--- config.mk ---
export PLATFORM = sky130hd
export DESIGN_NAME = mem_dma_engine
export DESIGN_NICKNAME = d
export VERILOG_FILES = /design/src/rtl/mips_mem_defs.sv /design/src/rtl/dma_addr_gen.sv /design/src/rtl/mem_dma_engine.sv
export SDC_FILE = /design/constraint.sdc
export NUM_CORES = 1
export LEC_CHECK = 0
export BUFFER_PORTS_ARGS = -buffer_cell sky130_fd_sc_hd__clkbuf_2
export CORE_UTILIZATION = 30
export CTS_BUF_LIST = sky130_fd_sc_hd__clkbuf_8
export CTS_CLUSTER_DIAMETER = 120
export CTS_CLUSTER_SIZE = 10
export DETAILED_ROUTE_END_ITERATION = 6
export PLACE_DENSITY_LB_ADDON = 0.05
export SYNTH_ARGS = -nofsm -noshare
export SYNTH_HDL_FRONTEND = slang
export SYNTH_SLANG_ARGS = --single-unit
--- constraint.sdc ---
create_clock -name clk -period 9.2 [get_ports clk]
set_clock_uncertainty 0.15 [all_clocks]
set_input_delay 0.92 -clock clk [delete_from_list [all_inputs] [get_ports clk]]
set_output_delay 0.92 -clock clk [all_outputs]
set_load 0.1 [all_outputs]
--- src/rtl/mips_mem_defs.sv ---
// Shared definitions for the memory-side DMA engine.
// State encoding, mode values and the default address width.
package mips_mem_defs;

  localparam int ADDR_WIDTH_DEF = 10;

  typedef enum logic [1:0] {
    ST_IDLE    = 2'd0,
    ST_FILL    = 2'd1,
    ST_COPY_RD = 2'd2,
    ST_COPY_WR = 2'd3
  } state_t;

  localparam logic MODE_FILL = 1'b0;
  localparam logic MODE_COPY = 1'b1;

endpackage

--- src/rtl/dma_addr_gen.sv ---
// Offset counter, src/dst adders and fill accumulator.
// Exposes next-cycle values so the top can register its outputs.
module dma_addr_gen
  import mips_mem_defs::*;
#(
  parameter int AW = ADDR_WIDTH_DEF
) (
  input  logic          clk,
  input  logic          rst,
  input  logic          load,
  input  logic          step,
  input  logic [AW-1:0] src,
  input  logic [AW-1:0] dst,
  input  logic [AW-1:0] len,
  input  logic [31:0]   base,
  input  logic [31:0]   inc,
  output logic [AW-1:0] raddr_n,
  output logic [AW-1:0] waddr_n,
  output logic [31:0]   fill_n,
  output logic          last
);

  logic [AW-1:0] src_q, dst_q, len_q, off_q, off_n;
  logic [31:0]   acc_q, inc_q;

  always_comb begin
    off_n  = off_q;
    fill_n = acc_q;
    if (load) begin
      off_n  = '0;
      fill_n = base;
    end else if (step) begin
      off_n  = off_q + 1'b1;
      fill_n = acc_q + inc_q;
    end
  end

  // Address sums wrap naturally at 2^AW.
  assign raddr_n = (load ? src : src_q) + off_n;
  assign waddr_n = (load ? dst : dst_q) + off_n;
  assign last    = (off_q == len_q - 1'b1);

  always_ff @(posedge clk) begin
    if (rst) begin
      src_q <= '0;
      dst_q <= '0;
      len_q <= '0;
      inc_q <= '0;
      off_q <= '0;
      acc_q <= '0;
    end else begin
      if (load) begin
        src_q <= src;
        dst_q <= dst;
        len_q <= len;
        inc_q <= inc;
      end
      off_q <= off_n;
      acc_q <= fill_n;
    end
  end

endmodule

--- src/rtl/mem_dma_engine.sv ---
// FILL / COPY block engine on the ideal memory ports.
// Outputs are registered from next-state values.
module mem_dma_engine
  import mips_mem_defs::*;
#(
  parameter int ADDR_WIDTH = ADDR_WIDTH_DEF
) (
  input  logic                  clk,
  input  logic                  rst,
  input  logic                  start,
  input  logic                  mode,
  input  logic [ADDR_WIDTH-1:0] src_addr,
  input  logic [ADDR_WIDTH-1:0] dst_addr,
  input  logic [ADDR_WIDTH-1:0] len,
  input  logic [31:0]           fill_base,
  input  logic [31:0]           fill_step,
  input  logic                  abort,
  output logic                  busy,
  output logic                  done,
  output logic [ADDR_WIDTH-1:0] words_done,
  output logic [ADDR_WIDTH-1:0] Waddr,
  output logic                  Wren,
  output logic [31:0]           Wdata,
  output logic [ADDR_WIDTH-1:0] Raddr1,
  output logic                  Rden1,
  input  logic [31:0]           Rdata1
);

  state_t state, state_n;
  logic load, step, done_n, wr_now, wr_n, rd_n, last;
  logic [ADDR_WIDTH-1:0] raddr_n, waddr_n;
  logic [31:0] fill_n, data_q, data_n;

  dma_addr_gen #(.AW(ADDR_WIDTH)) u_gen (
    .clk     (clk),
    .rst     (rst),
    .load    (load),
    .step    (step),
    .src     (src_addr),
    .dst     (dst_addr),
    .len     (len),
    .base    (fill_base),
    .inc     (fill_step),
    .raddr_n (raddr_n),
    .waddr_n (waddr_n),
    .fill_n  (fill_n),
    .last    (last)
  );

  always_comb begin
    state_n = state;
    load    = 1'b0;
    step    = 1'b0;
    done_n  = 1'b0;
    unique case (state)
      ST_IDLE: begin
        if (start) begin
          load = 1'b1;
          if (len == '0) done_n = 1'b1;
          else if (mode == MODE_COPY) state_n = ST_COPY_RD;
          else state_n = ST_FILL;
        end
      end
      ST_FILL: begin
        if (abort) state_n = ST_IDLE;
        else if (last) begin
          state_n = ST_IDLE;
          done_n  = 1'b1;
        end else step = 1'b1;
      end
      ST_COPY_RD: begin
        if (abort) state_n = ST_IDLE;
        else state_n = ST_COPY_WR;
      end
      ST_COPY_WR: begin
        if (abort) state_n = ST_IDLE;
        else if (last) begin
          state_n = ST_IDLE;
          done_n  = 1'b1;
        end else begin
          step    = 1'b1;
          state_n = ST_COPY_RD;
        end
      end
      default: state_n = ST_IDLE;
    endcase
  end

  // A write already on the bus this cycle always completes.
  assign wr_now = (state == ST_FILL) || (state == ST_COPY_WR);
  assign wr_n   = (state_n == ST_FILL) || (state_n == ST_COPY_WR);
  assign rd_n   = (state_n == ST_COPY_RD);
  assign data_n = (state == ST_COPY_RD) ? Rdata1 : data_q;

  always_ff @(posedge clk) begin
    if (rst) begin
      state      <= ST_IDLE;
      busy       <= 1'b0;
      done       <= 1'b0;
      words_done <= '0;
      data_q     <= '0;
      Wren       <= 1'b0;
      Waddr      <= '0;
      Wdata      <= '0;
      Rden1      <= 1'b0;
      Raddr1     <= '0;
    end else begin
      state <= state_n;
      busy  <= (state_n != ST_IDLE);
      done  <= done_n;
      if (load) words_done <= '0;
      else if (wr_now) words_done <= words_done + 1'b1;
      data_q <= load ? '0 : data_n;
      Wren   <= wr_n;
      Waddr  <= wr_n ? waddr_n : '0;
      if (state_n == ST_FILL) Wdata <= fill_n;
      else if (state_n == ST_COPY_WR) Wdata <= data_n;
      else Wdata <= '0;
      Rden1  <= rd_n;
      Raddr1 <= rd_n ? raddr_n : '0;
    end
  end

endmodule
==> flow_metrics.env <==
export IMPL_outcome="complete, no violations"
export IMPL_cts_max_level=4
export IMPL_power_frac_seq_pct=45.5
export IMPL_area_growth_pct=18.59
export IMPL_setup_violations=0
export IMPL_vias=8324
export IMPL_pin_count=197
export IMPL_rsz0062_at_grt="no"
export IMPL_post_place_cells=1670
export IMPL_syn_avg_cell_area_um2=8.023
export IMPL_p_sw_w=0.0006075
export IMPL_met2_usage_pct=29.75
export IMPL_path_max_fanout=40
export IMPL_met3_usage_pct=3.338
export IMPL_cts_buffers=17
export IMPL_synth_cells=1140
export IMPL_combPwrFrac_pct=22.6
export IMPL_drive_gt1_share_pct=19.74
export IMPL_std_cell_rows=63
export IMPL_total_power_w=0.001790
export IMPL_ys_warn_count=0
export IMPL_cp_arrival_ns=5.21
export IMPL_fmax_mhz=199.8
export IMPL_clock_path_buffers=2
export IMPL_cts_tree="yes"
export IMPL_crit_type="flop to flop"
export IMPL_synth_nets=1324
export IMPL_clockPowerShare_pct=31.9
export IMPL_root_buffer="clkbuf_8"
export IMPL_cellInternalPower_w=0.001182
export IMPL_ant_nets=0
export IMPL_wire_per_inst_um=16.92
export IMPL_wl_um=28800
export IMPL_worstMarginPinSlew_ns=1.013
export IMPL_tns_ns=0
export IMPL_hpwl_um=21080
export IMPL_ys_seq_area_share_pct=37.65
export IMPL_power_density_nw_per_um2=165.0
export IMPL_cp_required_ns=9.41
export IMPL_die_area_um2=31190
export IMPL_grt_use_met1_pct=26.43
export IMPL_vdd_drop_max_v=0.00008909
export IMPL_fillers=3207
export IMPL_synth_edf_count=0
export IMPL_drt_pass1_iter_count=5
export IMPL_grt_use_total_pct=18.78
export IMPL_grt_antenna_before_repair=1
export IMPL_start_util_pct=30.70
export IMPL_gp_congestion=0.8268
export IMPL_min_period_over_period_pct=54.41
export IMPL_viasPerCell=4.891
export IMPL_finalMaxSlewViolations=0
export IMPL_core_area_um2=29800
export IMPL_synth_flop_cell="dfxtp_1"
export IMPL_grt_most_used_layer="met2"
export IMPL_drv_cap=0
export IMPL_cts_setup_buffers=0
export IMPL_antenna_cells=0
export IMPL_clk_pin_slew_ns=0.10
export IMPL_grt_max_degree=67
export IMPL_cts_resized=0
export IMPL_drc=0
export IMPL_finalHoldViolations=0
export IMPL_clkSinkCount=172
export IMPL_grt_overflow=0
export IMPL_slew_headroom_pct=32.01
export IMPL_rr_worst_depth=21
export IMPL_period_minus_slack_ns=5.006
export IMPL_utilization_pct=36.40
export IMPL_nNetsFinal=1483
export IMPL_ys_types=74
export IMPL_die_w_um=176.6
export IMPL_drtIter0Drc=526
export IMPL_first_global_vias=8151
export IMPL_ys_ff_latch=172
export IMPL_stdcell_count=1702
export IMPL_synth_async_reset_ratio_pct=0
export IMPL_setup_worst_path_end_class="flop"
export IMPL_grt_first_pass_wirelength_um=45180
export IMPL_port_buffers=196
export IMPL_hold_class="flop to flop"
export IMPL_hold_ws_ns=0.3160
export IMPL_syn_cell_area_um2=9146
export IMPL_p_leak_nw=5.089
export IMPL_cts_hold_fix_buffers=0
export IMPL_worstSkewPairLatency_ns=0.47
export IMPL_min_path_cells=2
export IMPL_start_kind="flop"
export IMPL_p_sw_share_pct=33.95
export IMPL_die_height_um=176.6
[cells by family after synthesis]
family	after synthesis	share of synthesized area (%)
buffers and inverters	87	3.803
muxes	18	1.984
xor gates and xnor gates	69	6.922
AOI/OAI and AO/OA	300	20.64
adders and majority gates	53	7.497
DFF	172	37.65
and+or+nand+nor	441	21.50
[synthesized netlist by cell type (4+ instances only)]
| library cell | count | area share [%] |
|---|---|---|
| nand2_1 | 209 | 8.6 |
| dfxtp_1 | 172 | 38 |
| a21oi_1 | 123 | 6.7 |
| nor2_1 | 103 | 4.2 |
| clkbuf_1 | 52 | 2.1 |
| ha_1 | 50 | 6.8 |
| o21ai_0 | 46 | 2.5 |
| a21o_1 | 38 | 3.1 |
| xor2_1 | 35 | 3.4 |
| xnor2_1 | 32 | 3.1 |
| nor3_1 | 28 | 1.5 |
| inv_1 | 23 | 0.94 |
| mux2i_1 | 17 | 1.9 |
| nand3_1 | 17 | 0.93 |
| a22o_1 | 15 | 1.4 |
| nand4_1 | 15 | 1.0 |
| a211oi_1 | 13 | 1.1 |
| and3_1 | 13 | 0.89 |
| nand2b_1 | 11 | 0.75 |
| nor2b_1 | 10 | 0.68 |
| and2_1 | 9 | 0.62 |
| a31oi_1 | 7 | 0.48 |
| o21a_1 | 6 | 0.49 |
| buf_2 | 5 | 0.27 |
| o211ai_1 | 5 | 0.41 |
| o21bai_1 | 5 | 0.41 |
| a21boi_0 | 4 | 0.33 |
| a221oi_1 | 4 | 0.38 |
| buf_1 | 4 | 0.16 |
| nor4_1 | 4 | 0.27 |
| o31ai_1 | 4 | 0.33 |
| or3_1 | 4 | 0.27 |
[path summary, 6_finish.rpt]
kind / start / end / slack, ns
worst max-delay path: u_gen.len_q[0] / Raddr1[9] / 4.19
worst min-delay path: u_gen.inc_q[11] / u_gen.inc_q[11] / 0.32
worst max register to register: u_gen.len_q[0] / Raddr1[9] / 4.19
worst min register to register: u_gen.inc_q[11] / u_gen.inc_q[11] / 0.32
[registers in the layout (all words and copies together) (netlist names)]
register	count
Wdata	32
u_gen.inc_q	32
data_q	1
u_gen.acc_q	32
done	1
busy	1
Raddr1	10
state	2
words_done	10
u_gen.src_q	10
Rden1	1
Waddr	10
u_gen.dst_q	10
u_gen.off_q	10
u_gen.len_q	10
[metrics by stage]
step,instance area (um^2),setup WS [ns]
4_1_cts,10850,4.166
6_report,10850,4.194
2_1_floorplan,9146,4.447
5_1_grt,10850,3.739
3_3_place_gp,10430,4.316
3_5_place_dp,10430,4.207
[worst max-delay path: stages (launching register included)]
cell and delay (ns):
dfxtp_1 0.43, inv_1 0.07, ha_1 0.31, o21ba_2 0.24, a221oi_1 0.28, a41oi_1 0.07, a2111o_1 0.51, o21ai_4 0.20
buf_4 0.47, nor2_1 0.13, nand2_1 0.11, xor2_1 0.19, nor2_1 0.11, ha_1 0.38, a21oi_1 0.14, nor2_1 0.05
nor2_1 0.20, inv_1 0.06, o2111a_1 0.26, o31ai_1 0.31, xor2_1 0.18, nor2_1 0.05
[per-layer routing]
metal	up-vias	part of all wire [%]
li1	4283	-
met1	3856	51
met2	172	44
met3	11	4.4
met4	2	0.68
met5	-	0.035
[layout by cell type, fill, tap and decap left out, types with 20 or more instances in the layout]
cell type,instances
nand2_1,209
clkbuf_2,195
dfxtp_1,172
a21oi_1,123
nor2_1,102
ha_1,50
o21ai_0,46
a21o_1,38
xor2_1,35
xnor2_1,32
nor3_1,27
inv_1,23
clkbuf_8,20
[power groups by stage]
stage	combinational, W	clock, W	sequential, W
global placement	0.000408	0	0.000831
CTS	0.000410	0.000599	0.000814
global route	0.000447	0.000621	0.000819
detailed placement	0.000408	0	0.000831
finish	0.000405	0.000571	0.000814
floorplan	0.000221	0	0.000901
[final cells by class]
class / instances / area, um^2 / share of cell area [%]
clock inverters: 12 / 137.6 / 1.269
flip-flops and latches: 172 / 3443 / 31.75
repair buffers: 204 / 1044 / 9.620
clock buffers: 20 / 275.3 / 2.538
multi-input cells: 881 / 5373 / 49.53
inverters: 23 / 86.33 / 0.7959
well taps: 390 / 488.0 / 4.499
(Power assumes the default switching activity.)
